## config.mk

```make
export PLATFORM = sky130hd
export DESIGN_NAME = fetch_unit
export DESIGN_NICKNAME = d
export VERILOG_FILES = /design/src/rtl/fetch_unit_pkg.sv /design/src/rtl/fetch_unit_pc_reg.sv /design/src/rtl/fetch_unit.sv
export SDC_FILE = /design/constraint.sdc
export NUM_CORES = 1
export LEC_CHECK = 0
export ABC_CLOCK_PERIOD_IN_PS = 3040
export CORE_ASPECT_RATIO = 0.9
export CORE_MARGIN = 5
export CORE_UTILIZATION = 40
export CTS_BUF_LIST = sky130_fd_sc_hd__clkbuf_8
export DETAILED_ROUTE_END_ITERATION = 7
export PLACE_DENSITY = 0.74
export SLEW_MARGIN = 40
export SYNTH_ARGS = -nofsm -noshare
export SYNTH_HDL_FRONTEND = slang
export SYNTH_SLANG_ARGS = --single-unit
```

## constraint.sdc

```tcl
create_clock -name clk -period 3.04 [get_ports clk]
set_clock_uncertainty 0.2 [all_clocks]
set_input_delay 0.456 -clock clk [delete_from_list [all_inputs] [get_ports clk]]
set_output_delay 0.456 -clock clk [all_outputs]
set_load 0.005 [all_outputs]
```

## src/rtl/fetch_unit_pkg.sv

```systemverilog
// ---------------------------------------------------------------------------
// fetch_unit_pkg
// Shared definitions for the instruction-fetch engine:
//   - FSM state encoding (S_IDLE, S_FETCH, S_CAPT, S_HOLD)
//   - instr_width(): instruction width derived from word width and word count
//   - cnt_width():   width of the word-slot counter (never narrower than 1 bit)
// ---------------------------------------------------------------------------
package fetch_unit_pkg;

  localparam logic [1:0] S_IDLE  = 2'd0;
  localparam logic [1:0] S_FETCH = 2'd1;
  localparam logic [1:0] S_CAPT  = 2'd2;
  localparam logic [1:0] S_HOLD  = 2'd3;

  function automatic int instr_width(input int data_w, input int words);
    return data_w * words;
  endfunction

  // A single-word instruction still needs a 1-bit counter so the slot
  // index and comparisons stay well formed.
  function automatic int cnt_width(input int words);
    return (words > 1) ? $clog2(words) : 1;
  endfunction

endpackage

```

## src/rtl/fetch_unit_pc_reg.sv

```systemverilog
// ---------------------------------------------------------------------------
// pc_reg
// Program counter register with synchronous reset, load and increment.
// Priority: reset > load > inc. Increment wraps modulo 2**ADDR_W.
// Ports:
//   clk        rising-edge clock
//   reset      synchronous, active-high; clears pc to 0
//   load       load pc from load_addr (redirect)
//   load_addr  redirect target
//   inc        advance pc by one word
//   pc         current program counter
// ---------------------------------------------------------------------------
module pc_reg #(
  parameter int ADDR_W = 8
) (
  input  logic              clk,
  input  logic              reset,
  input  logic              load,
  input  logic [ADDR_W-1:0] load_addr,
  input  logic              inc,
  output logic [ADDR_W-1:0] pc
);

  always_ff @(posedge clk) begin
    if (reset)
      pc <= '0;
    else if (load)
      pc <= load_addr;
    else if (inc)
      pc <= pc + ADDR_W'(1);
  end

endmodule

```

## src/rtl/fetch_unit.sv

```systemverilog
// ---------------------------------------------------------------------------
// fetch_unit
// Instruction-fetch engine: sequences synchronous IRAM reads from the PC,
// assembles WORDS_PER_INSTR words into one instruction and offers it
// downstream on a valid/ready handshake.
// Ports:
//   clk, reset    rising-edge clock, synchronous active-high reset
//   start         pulse: set run flag, begin fetching at current PC
//   halt          pulse: clear run flag; FSM idles at next instruction boundary
//   jump_en       redirect PC to jump_addr, discarding any partial instruction
//   jump_addr     redirect target
//   mem_rd_en     IRAM read strobe
//   mem_addr      IRAM address (= PC)
//   mem_rdata     IRAM data, valid one cycle after mem_rd_en
//   instr_valid   instr_out/instr_pc hold a complete instruction
//   instr_ready   downstream accept
//   instr_out     assembled instruction, lowest-address word in the low bits
//   instr_pc      address of the instruction's first word
//   pc_out        current PC
//   busy          FSM not idle
// ---------------------------------------------------------------------------
module fetch_unit
  import fetch_unit_pkg::*;
#(
  parameter  int ADDR_W          = 8,
  parameter  int DATA_W          = 8,
  parameter  int WORDS_PER_INSTR = 2,
  localparam int INSTR_W         = instr_width(DATA_W, WORDS_PER_INSTR)
) (
  input  logic               clk,
  input  logic               reset,
  input  logic               start,
  input  logic               halt,
  input  logic               jump_en,
  input  logic [ADDR_W-1:0]  jump_addr,
  output logic               mem_rd_en,
  output logic [ADDR_W-1:0]  mem_addr,
  input  logic [DATA_W-1:0]  mem_rdata,
  output logic               instr_valid,
  input  logic               instr_ready,
  output logic [INSTR_W-1:0] instr_out,
  output logic [ADDR_W-1:0]  instr_pc,
  output logic [ADDR_W-1:0]  pc_out,
  output logic               busy
);

  localparam int               CNT_W    = cnt_width(WORDS_PER_INSTR);
  localparam logic [CNT_W-1:0] LAST_CNT = CNT_W'(WORDS_PER_INSTR - 1);

  logic [1:0]        state;
  logic [1:0]        state_next;
  logic              run;
  logic              run_next;
  logic [CNT_W-1:0]  cnt;
  logic [ADDR_W-1:0] pc;
  logic              handshake;

  assign handshake = instr_valid & instr_ready;

  // halt beats start when both arrive together
  assign run_next = halt ? 1'b0 : (start ? 1'b1 : run);

  // A redirect cycle issues no read, so the PC only advances on a plain fetch.
  assign mem_rd_en = (state == S_FETCH) && !jump_en;
  assign mem_addr  = pc;
  assign pc_out    = pc;
  assign busy      = (state != S_IDLE);

  pc_reg #(.ADDR_W(ADDR_W)) u_pc_reg (
    .clk       (clk),
    .reset     (reset),
    .load      (jump_en),
    .load_addr (jump_addr),
    .inc       (mem_rd_en),
    .pc        (pc)
  );

  always_comb begin
    state_next = state;
    if (jump_en) begin
      state_next = run_next ? S_FETCH : S_IDLE;
    end else begin
      case (state)
        S_IDLE:  if (run_next) state_next = S_FETCH;
        S_FETCH: state_next = S_CAPT;
        S_CAPT:  state_next = (cnt == LAST_CNT) ? S_HOLD : S_FETCH;
        S_HOLD:  if (handshake) state_next = run_next ? S_FETCH : S_IDLE;
        default: state_next = S_IDLE;
      endcase
    end
  end

  // The assembly buffer doubles as instr_out: slots fill in place and the
  // word is only advertised once the last slot lands, so instr_out is
  // stable throughout HOLD.
  always_ff @(posedge clk) begin
    if (reset) begin
      state       <= S_IDLE;
      run         <= 1'b0;
      cnt         <= '0;
      instr_valid <= 1'b0;
      instr_out   <= '0;
      instr_pc    <= '0;
    end else begin
      state <= state_next;
      run   <= run_next;
      if (jump_en) begin
        // Partial or held instruction is abandoned; returning data is ignored.
        cnt         <= '0;
        instr_valid <= 1'b0;
      end else begin
        case (state)
          S_FETCH: begin
            if (cnt == '0)
              instr_pc <= pc;
          end
          S_CAPT: begin
            instr_out[cnt*DATA_W +: DATA_W] <= mem_rdata;
            if (cnt == LAST_CNT) begin
              cnt         <= '0;
              instr_valid <= 1'b1;
            end else begin
              cnt <= cnt + CNT_W'(1);
            end
          end
          S_HOLD: begin
            if (handshake)
              instr_valid <= 1'b0;
          end
          default: ;
        endcase
      end
    end
  end

endmodule

```

# After elaboration in Yosys (flattened, before gate mapping)
# Index checks and enable logic that the tools add are counted.
classes:
  n_shift: 2
  n_eq_ne: 7
  n_mux: 15
  n_addsub: 3
  bitwise_logic: 3
  reduce_logical: 11
op_table:
  columns: ["cell", "n"]
  rows:
  - ["$neg 4->34", 1]
  - ["$shift 8x34->16 const A", 1]
  - ["$shiftx 8x34->16", 1]
  - ["$bwmux 16", 1]
  - ["$mux 8", 2]
  - ["$add 8x1->8 const B", 1]
  - ["$mux 2", 4]
  - ["$pmux 2 s4", 1]
  - ["$mux 1", 6]
  - ["$ne 3x3->1 const B", 2]
  - ["$reduce_and 3->1", 2]
  - ["$reduce_bool 2->1", 3]
  - ["$eq 2x2->1 const B", 2]
  - ["$ne 2x2->1 const B", 2]
  - ["$reduce_and 2->1", 2]
  - ["$eq 2x1->1 const B", 1]
  - ["$logic_not 2->1", 1]
  - ["$not 1->1", 2]
  - ["$pmux 1 s2", 1]
  - ["$reduce_or 2->1", 1]
  - ["$add 1x1->1 const B", 1]
  - ["$and 1x1->1", 1]
  - ["$logic_and 1x1->1", 1]
  - ["$logic_not 1->1", 1]
word_totals:
  inputBits: 22
  reg_bits: 37
  elab_cells: 48

# Longest topological paths before layout
# Gate-level depths: netlist (run 1).
depth:
  depth_word: 6
  depth_mapped: 5
  mapped_depth_nobuf: 4

# Modules after synthesis
# Synthesis (run 1) repeated with hierarchy kept, for this count alone.
hier_totals:
  cells_unflattened: 186
  area_unflattened_um2: 1685.4
modules_own_cells:
  columns: ["mod", "cells_per_inst", "n_inst", "seq_area_each_um2", "area_per_inst_um2"]
  rows:
  - ["fetch_unit", 133, 1, 580.6, 1221.2]
  - ["pc_reg", 53, 1, 160.2, 464.2]

# Worst setup path before layout (run 1)
# No wires, ideal clock.
synth_path:
  path_kind: "in2out"
  from: "input jump_en"
  to: "output mem_rd_en"
  t_arrival_ns: 0.925
  required_ns: 2.384
  slack_ns: 1.459
  path_stages: 2
  path_cell_list: "buf_4 > nor3b_1"
synth_via:
  elab_chain_len: 2
synth_rtl:
  columns: ["element", "line_no", "source"]
  rows:
  - ["from (decl)", "fetch_unit.sv:34", "input logic jump_en,"]
  - ["$logic_not 1->1", "fetch_unit.sv:64", "assign mem_rd_en = (state == S_FETCH) && !jump_en;"]
  - ["$logic_and 1x1->1", "fetch_unit.sv:64", null]
  - ["to (decl)", "fetch_unit.sv:36", "output logic mem_rd_en,"]
# No other way between the ends.

# Final worst setup path (run 1)
# Same ends and word-level chain as after synthesis.

==> metrics, run 1 <==
fraction of registers with async set/reset=0; worst-margin pin slew=537 ps; NumNets Final=268; Clock Path Buffers=2; maxcap violations=0; worst r2r path cells=4; area occupied by multi-input gates=771 µm²; Initial Utilization=0.409; Seq pwr share=0.535; Hold Path Class=reg2reg; Tcrit/Tclk final=0.852; post-CTS sizing=0; Worst R2R Setup Slack=1190 ps; dominant synthesized flop cell=dfxtp_1; drt pass-1 iters=4; clock tree sinks=37; Lkg Pwr=0.792 nW; filler instances=361; final worst path period need=2590 ps; YS warnings=0; # DRC=0; Critical Path End Type=primary output; commonest non-fill, non-tap cell in the layout=clkdlybuf4s50_1; DR vias=1453; Hold Startpoint=instr_pc[4]; Post-CTS Setup Inserts=0; Seq/Total Area, Yosys=0.448; area leader, netlist=dfxtp_1; worst hold slack=256 ps; CTS H-tree lvls=2; Die ar.=5520 µm²; # IOs=65; switch share=0.244; Die Y-Extent=71.0 µm; Sequential Area=741 µm²; WL/cell=14.6 µm; Post-Synthesis Cell Area=1650 µm²; clk_lat worst skew=280 ps; largest net degree at the start of global routing=18; worst setup path class=in2out; WP data required=2380 ps; all-layer global routing usage=0.151; number of global-route vias before repair=1362; Post-synth EDFFs=0; worst hold stages=2; register bit total from synthesis=37; commonest non-fill, non-tap cells in the layout=64 x clkdlybuf4s50_1, 37 x nand2_1, 37 x dfxtp_1; final wirelength=4.28 mm; max FFs per register=16; Finish-stage setup viols=0; Post-Syn Nets=212; ant diodes=0; clk root buf=clkbuf_8; DP Worst Slack=487 ps; internal power=0.728 mW; Die Wd=77.8 µm; top cell type's share of synthesized area=0.448; R2R Path End=instr_out[14]; ANT nets after route=0; number of CTS-inserted buffers=5; Remaining Overflow, GRT=0; Psw=0.235 mW; Highest Clock Rate=0.386 GHz; status=completed; port bufs=64; hold path endpoint=instr_pc[4]; Worst R2R Start=state[1]; WP data arrival=1930 ps; post-synth cell types=40; vias per cell=4.94; Sum Neg Setup Slack=0 ps; peak fanout along the critical path=3; final hold violations=0; Cell Pwr Density=410 nW/µm²; CP Launch Type=primary input; Setup WS post-layout=449 ps; antenna violations before repair=0; core footprint=4050 µm²; row count=22; Final Wtd Congestion=0.772; first-pass GRT wire length=6.80 mm; Post-CTS Hold Buffers=0; Mapped Cells=189; synth top area cells=dfxtp_1 45%, nand2_1 8.4%, a21oi_1 5.7%, mux2i_1 5.4%, buf_4 5.0%; Gate power share=0.129; maximum vdd drop=0.000450 V; non-filler cells, final=294; RSZ-0062 raised after global routing=no; initial DRC count=165; layout cell share with drive strength beyond 1=0.0772; max_slew headroom=0.642; DP Wirelength=3.09 mm; Clock Power Share=0.336; Avg Cell Area, Syn=8.75 µm²; area grow syn2layout=41.9%; final max-slew violation count=0; CTS tree=done; placed cells=286; Clk pin slew, worst setup/hold paths=70 ps
power groups by stage:
stage | clock network (mW) | logic, mW | registers [mW]
2_1_floorplan | 0 | 0.0583 | 0.521
3_3_place_gp | 0 | 0.123 | 0.526
3_5_place_dp | 0 | 0.125 | 0.526
4_1_cts | 0.329 | 0.125 | 0.514
5_1_grt | 0.354 | 0.135 | 0.517
6_report | 0.323 | 0.124 | 0.515
per-layer routing:
layer  vias to the layer above  global-route usage  routed length, µm  share of wire
met5                         -                   0                  0              0
met3                         5              0.0407                179          0.042
met4                         0              0.0458                 52          0.012
met1                       661               0.210               2120           0.50
met2                        32               0.229               1920           0.45
li1                        755                   -                  -              -
logic make-up (layout without fill, tap and decap cells):
family / Yosys count / in the layout / synth area share
and+or+nand+nor: 76 / 76 / 0.235
AOI/OAI and AO/OA: 40 / 40 / 0.154
DFF: 37 / 37 / 0.448
muxes: 9 / 9 / 0.0545
adders and majority gates: 1 / 1 / 0.00756
xor gates and xnor gates: 2 / 2 / 0.0106
buffers and inverters: 24 / 81 / 0.0900
area by class of cell:
class,instances,share of cell area
clock buffers,5,0.0293
clock inverters,3,0.00586
inverters,4,0.00640
multi-input cells,128,0.328
flip-flops and latches,37,0.316
well taps,48,0.0256
repair buffers,69,0.289
stage by stage:
stage / utilization / power [mW] / area [µm²]
3_5_place_dp: 0.560 / 0.651 / 2260
4_1_cts: 0.580 / 0.968 / 2350
2_1_floorplan: - / 0.579 / 1650
3_3_place_gp: 0.560 / 0.649 / 2260
5_1_grt: 0.580 / 1.01 / 2350
6_report: 0.580 / 0.963 / 2350
synth_stat cells, types with 2 or more instances:
cell,count
nor3_1,2
buf_2,2
or4b_1,2
buf_4,11
nand3_1,2
nor2_1,16
a211oi_1,2
nor4b_4,2
nand2b_1,2
mux2i_1,9
or2_2,2
xnor2_1,2
or3_1,3
nor2b_1,2
inv_1,4
a2bb2oi_1,2
buf_6,2
o21ai_0,6
nand2_1,37
buf_1,2
a21oi_1,19
a31oi_1,2
dfxtp_1,37
clkbuf_1,3
worst max path at each step:
stage	slack (ps)	depth (start not counted)	end	start
after floorplan	1460	2	mem_rd_en	jump_en
after global placement	510	3	mem_rd_en	jump_en
after detailed placement	490	3	mem_rd_en	jump_en
after CTS	480	3	mem_rd_en	jump_en
after global routing	420	3	mem_rd_en	jump_en
final	450	3	mem_rd_en	jump_en
critical path, stage by stage:
cell,delay [ps]
clkdlybuf4s50_1,420
nor3b_1,430
clkdlybuf4s50_1,620
Note: power is estimated with default switching activity, not from simulation.
==> run 2: changes to the inputs <==
--- a/config.mk
+++ b/config.mk
@@ -6,13 +6,15 @@
 export NUM_CORES = 1
 export LEC_CHECK = 0
 export ABC_CLOCK_PERIOD_IN_PS = 3040
-export CORE_ASPECT_RATIO = 0.9
+export CORE_ASPECT_RATIO = 1.2
 export CORE_MARGIN = 5
 export CORE_UTILIZATION = 40
 export CTS_BUF_LIST = sky130_fd_sc_hd__clkbuf_8
+export CTS_CLUSTER_SIZE = 30
 export DETAILED_ROUTE_END_ITERATION = 7
 export PLACE_DENSITY = 0.74
 export SLEW_MARGIN = 40
 export SYNTH_ARGS = -nofsm -noshare
 export SYNTH_HDL_FRONTEND = slang
+export SYNTH_HIERARCHICAL = 1
 export SYNTH_SLANG_ARGS = --single-unit
==> metrics, run 2 <==
status=completed; Post-CTS Hold Buffers=0 (unchanged); port bufs=64 (unchanged); Die ar.=5620 µm² (+1.7%); DP Worst Slack=527 ps (+39.6 ps); peak fanout along the critical path=6 (+3); top cell type's share of synthesized area=0.439 (-0.00831); all-layer global routing usage=0.156 (+0.00469); Avg Cell Area, Syn=9.06 µm² (+3.5%); number of CTS-inserted buffers=5 (unchanged); CTS H-tree lvls=2 (unchanged); initial DRC count=98 (-41%); Seq/Total Area, Yosys=0.439 (-0.00831); Clock Path Buffers=2 (unchanged); drt pass-1 iters=4 (unchanged); Post-Synthesis Cell Area=1690 µm² (+1.9%); synth top area cells=dfxtp_1 44%, nand2_1 7.8%, a21oi_1 6.2%, mux2i_1 5.9%, buf_4 4.5%; filler instances=400 (+11%); # IOs=65 (unchanged); worst-margin pin slew=548 ps (+10.7 ps); maximum vdd drop=0.000287 V (-36%); Remaining Overflow, GRT=0 (unchanged); worst r2r path cells=5 (+1); maxcap violations=0 (unchanged); YS warnings=6 (+6); Clk pin slew, worst setup/hold paths=60 ps (about the same); clk_lat worst skew=280 ps (about the same); Post-CTS Setup Inserts=0 (unchanged); Post-Syn Nets=209 (-1.4%); Tcrit/Tclk final=0.813 (-0.0390); post-synth cell types=33 (-18%); WP data required=2380 ps (about the same); final wirelength=4.16 mm (-2.8%); Sum Neg Setup Slack=0 ps (unchanged); antenna violations before repair=0 (unchanged); ant diodes=0 (unchanged); Lkg Pwr=0.794 nW (+0.30%); Finish-stage setup viols=0 (unchanged); first-pass GRT wire length=6.95 mm (+2.2%); final worst path period need=2470 ps (-119 ps); commonest non-fill, non-tap cell in the layout=clkdlybuf4s50_1; Die Wd=69.3 µm (-11%); Pwr Total=0.949 mW (-1.4%); fraction of registers with async set/reset=0 (unchanged); CTS tree=done; max_slew headroom=0.633 (-0.00818); layout cell share with drive strength beyond 1=0.0830 (+0.00575); Mapped Cells=186 (-1.6%); Final Wtd Congestion=0.787 (+1.9%); vias per cell=4.98 (+0.69%); area leader, netlist=dfxtp_1; ANT nets after route=0 (unchanged); dominant synthesized flop cell=dfxtp_1; WL/cell=14.1 µm (-3.1%); most instantiated cells after synthesis=37 x dfxtp_1, 35 x nand2_1, 21 x a21oi_1; Hold Path Class=reg2reg; Post-synth EDFFs=0 (unchanged); register bit total from synthesis=37 (unchanged); CP Launch Type=primary input; clk root buf=clkbuf_8; final max-slew violation count=0 (unchanged); # DRC=0 (unchanged); area grow syn2layout=39.4%; Die Y-Extent=81.1 µm (+14%); worst setup path class=in2out; clock tree sinks=37 (unchanged); Highest Clock Rate=0.405 GHz (+4.8%); DP Wirelength=3.02 mm (-2.2%); core footprint=4000 µm² (-1.1%); post-CTS sizing=0 (unchanged); DR vias=1468 (+1.0%); row count=25 (+14%); commonest non-fill, non-tap cells in the layout=64 x clkdlybuf4s50_1, 37 x dfxtp_1, 35 x nand2_1; final hold violations=0 (unchanged); Cell Pwr Density=404 nW/µm² (-1.5%); final core occ=0.587 (+0.00679); number of global-route vias before repair=1473 (+8.1%); Critical Path End Type=primary output; worst hold stages=2 (unchanged); most frequent cell after synthesis=dfxtp_1; max FFs per register=16 (unchanged); Setup WS post-layout=568 ps (+119 ps); WP data arrival=1820 ps (-110 ps); Initial Utilization=0.421 (+0.0122); RSZ-0062 raised after global routing=no; NumNets Final=263 (-1.9%); largest net degree at the start of global routing=39 (+21)
## run 2: power breakdown
part / switching (mW) / internal, mW
Combinational: 0.0430 / 0.0726
Clock: 0.164 / 0.155
Sequential: 0.0182 / 0.496
Total: 0.225 / 0.724
## run 2: cells by family (layout without fill, tap and decap cells)
kind of cell	Yosys count	in the layout	synth area share
xor gates and xnor gates	5	5	0.0260
AOI/OAI and AO/OA	33	33	0.119
adders and majority gates	1	1	0.00742
buffers and inverters	24	79	0.0995
DFF	37	37	0.439
and+or+nand+nor	75	75	0.243
muxes	11	11	0.0661
## run 2: worst paths after layout
check                   endpoint          from  slack [ps]
hold / removal      instr_out[0]  instr_out[0]         260
hold reg to reg     instr_out[0]  instr_out[0]         260
setup reg to reg  u_pc_reg/pc[5]      state[0]         820
setup / recovery       mem_rd_en       jump_en         570
## run 2: cell type report
cell class / instances / area [µm²] / area share
well taps: 54 / 67.6 / 0.0288
multi-input cells: 125 / 777 / 0.331
repair buffers: 68 / 671 / 0.285
inverters: 3 / 11.3 / 0.00479
clock inverters: 3 / 13.8 / 0.00586
flip-flops and latches: 37 / 741 / 0.315
clock buffers: 5 / 68.8 / 0.0293
## run 2: through the flow
stage                     cells  hold WS [ps]  cell area [µm²]
final                       295           256             2350
after CTS                   295           256             2350
after global routing        295           278             2350
after global placement      287           241             2270
after detailed placement    287           247             2270
after floorplan             186           253             1690
## run 2: routing by layer
metal	global-route usage	up-vias	part of all wire
met4	0.0410	0	0.0019
li1	-	740	-
met2	0.268	60	0.49
met3	0.0656	2	0.068
met5	0	-	0
met1	0.179	666	0.44
## run 2: worst max-delay path, stage by stage
cell and delay (ps):
clkdlybuf4s50_1 420, nor3b_1 250, buf_4 180, clkdlybuf4s50_1 510
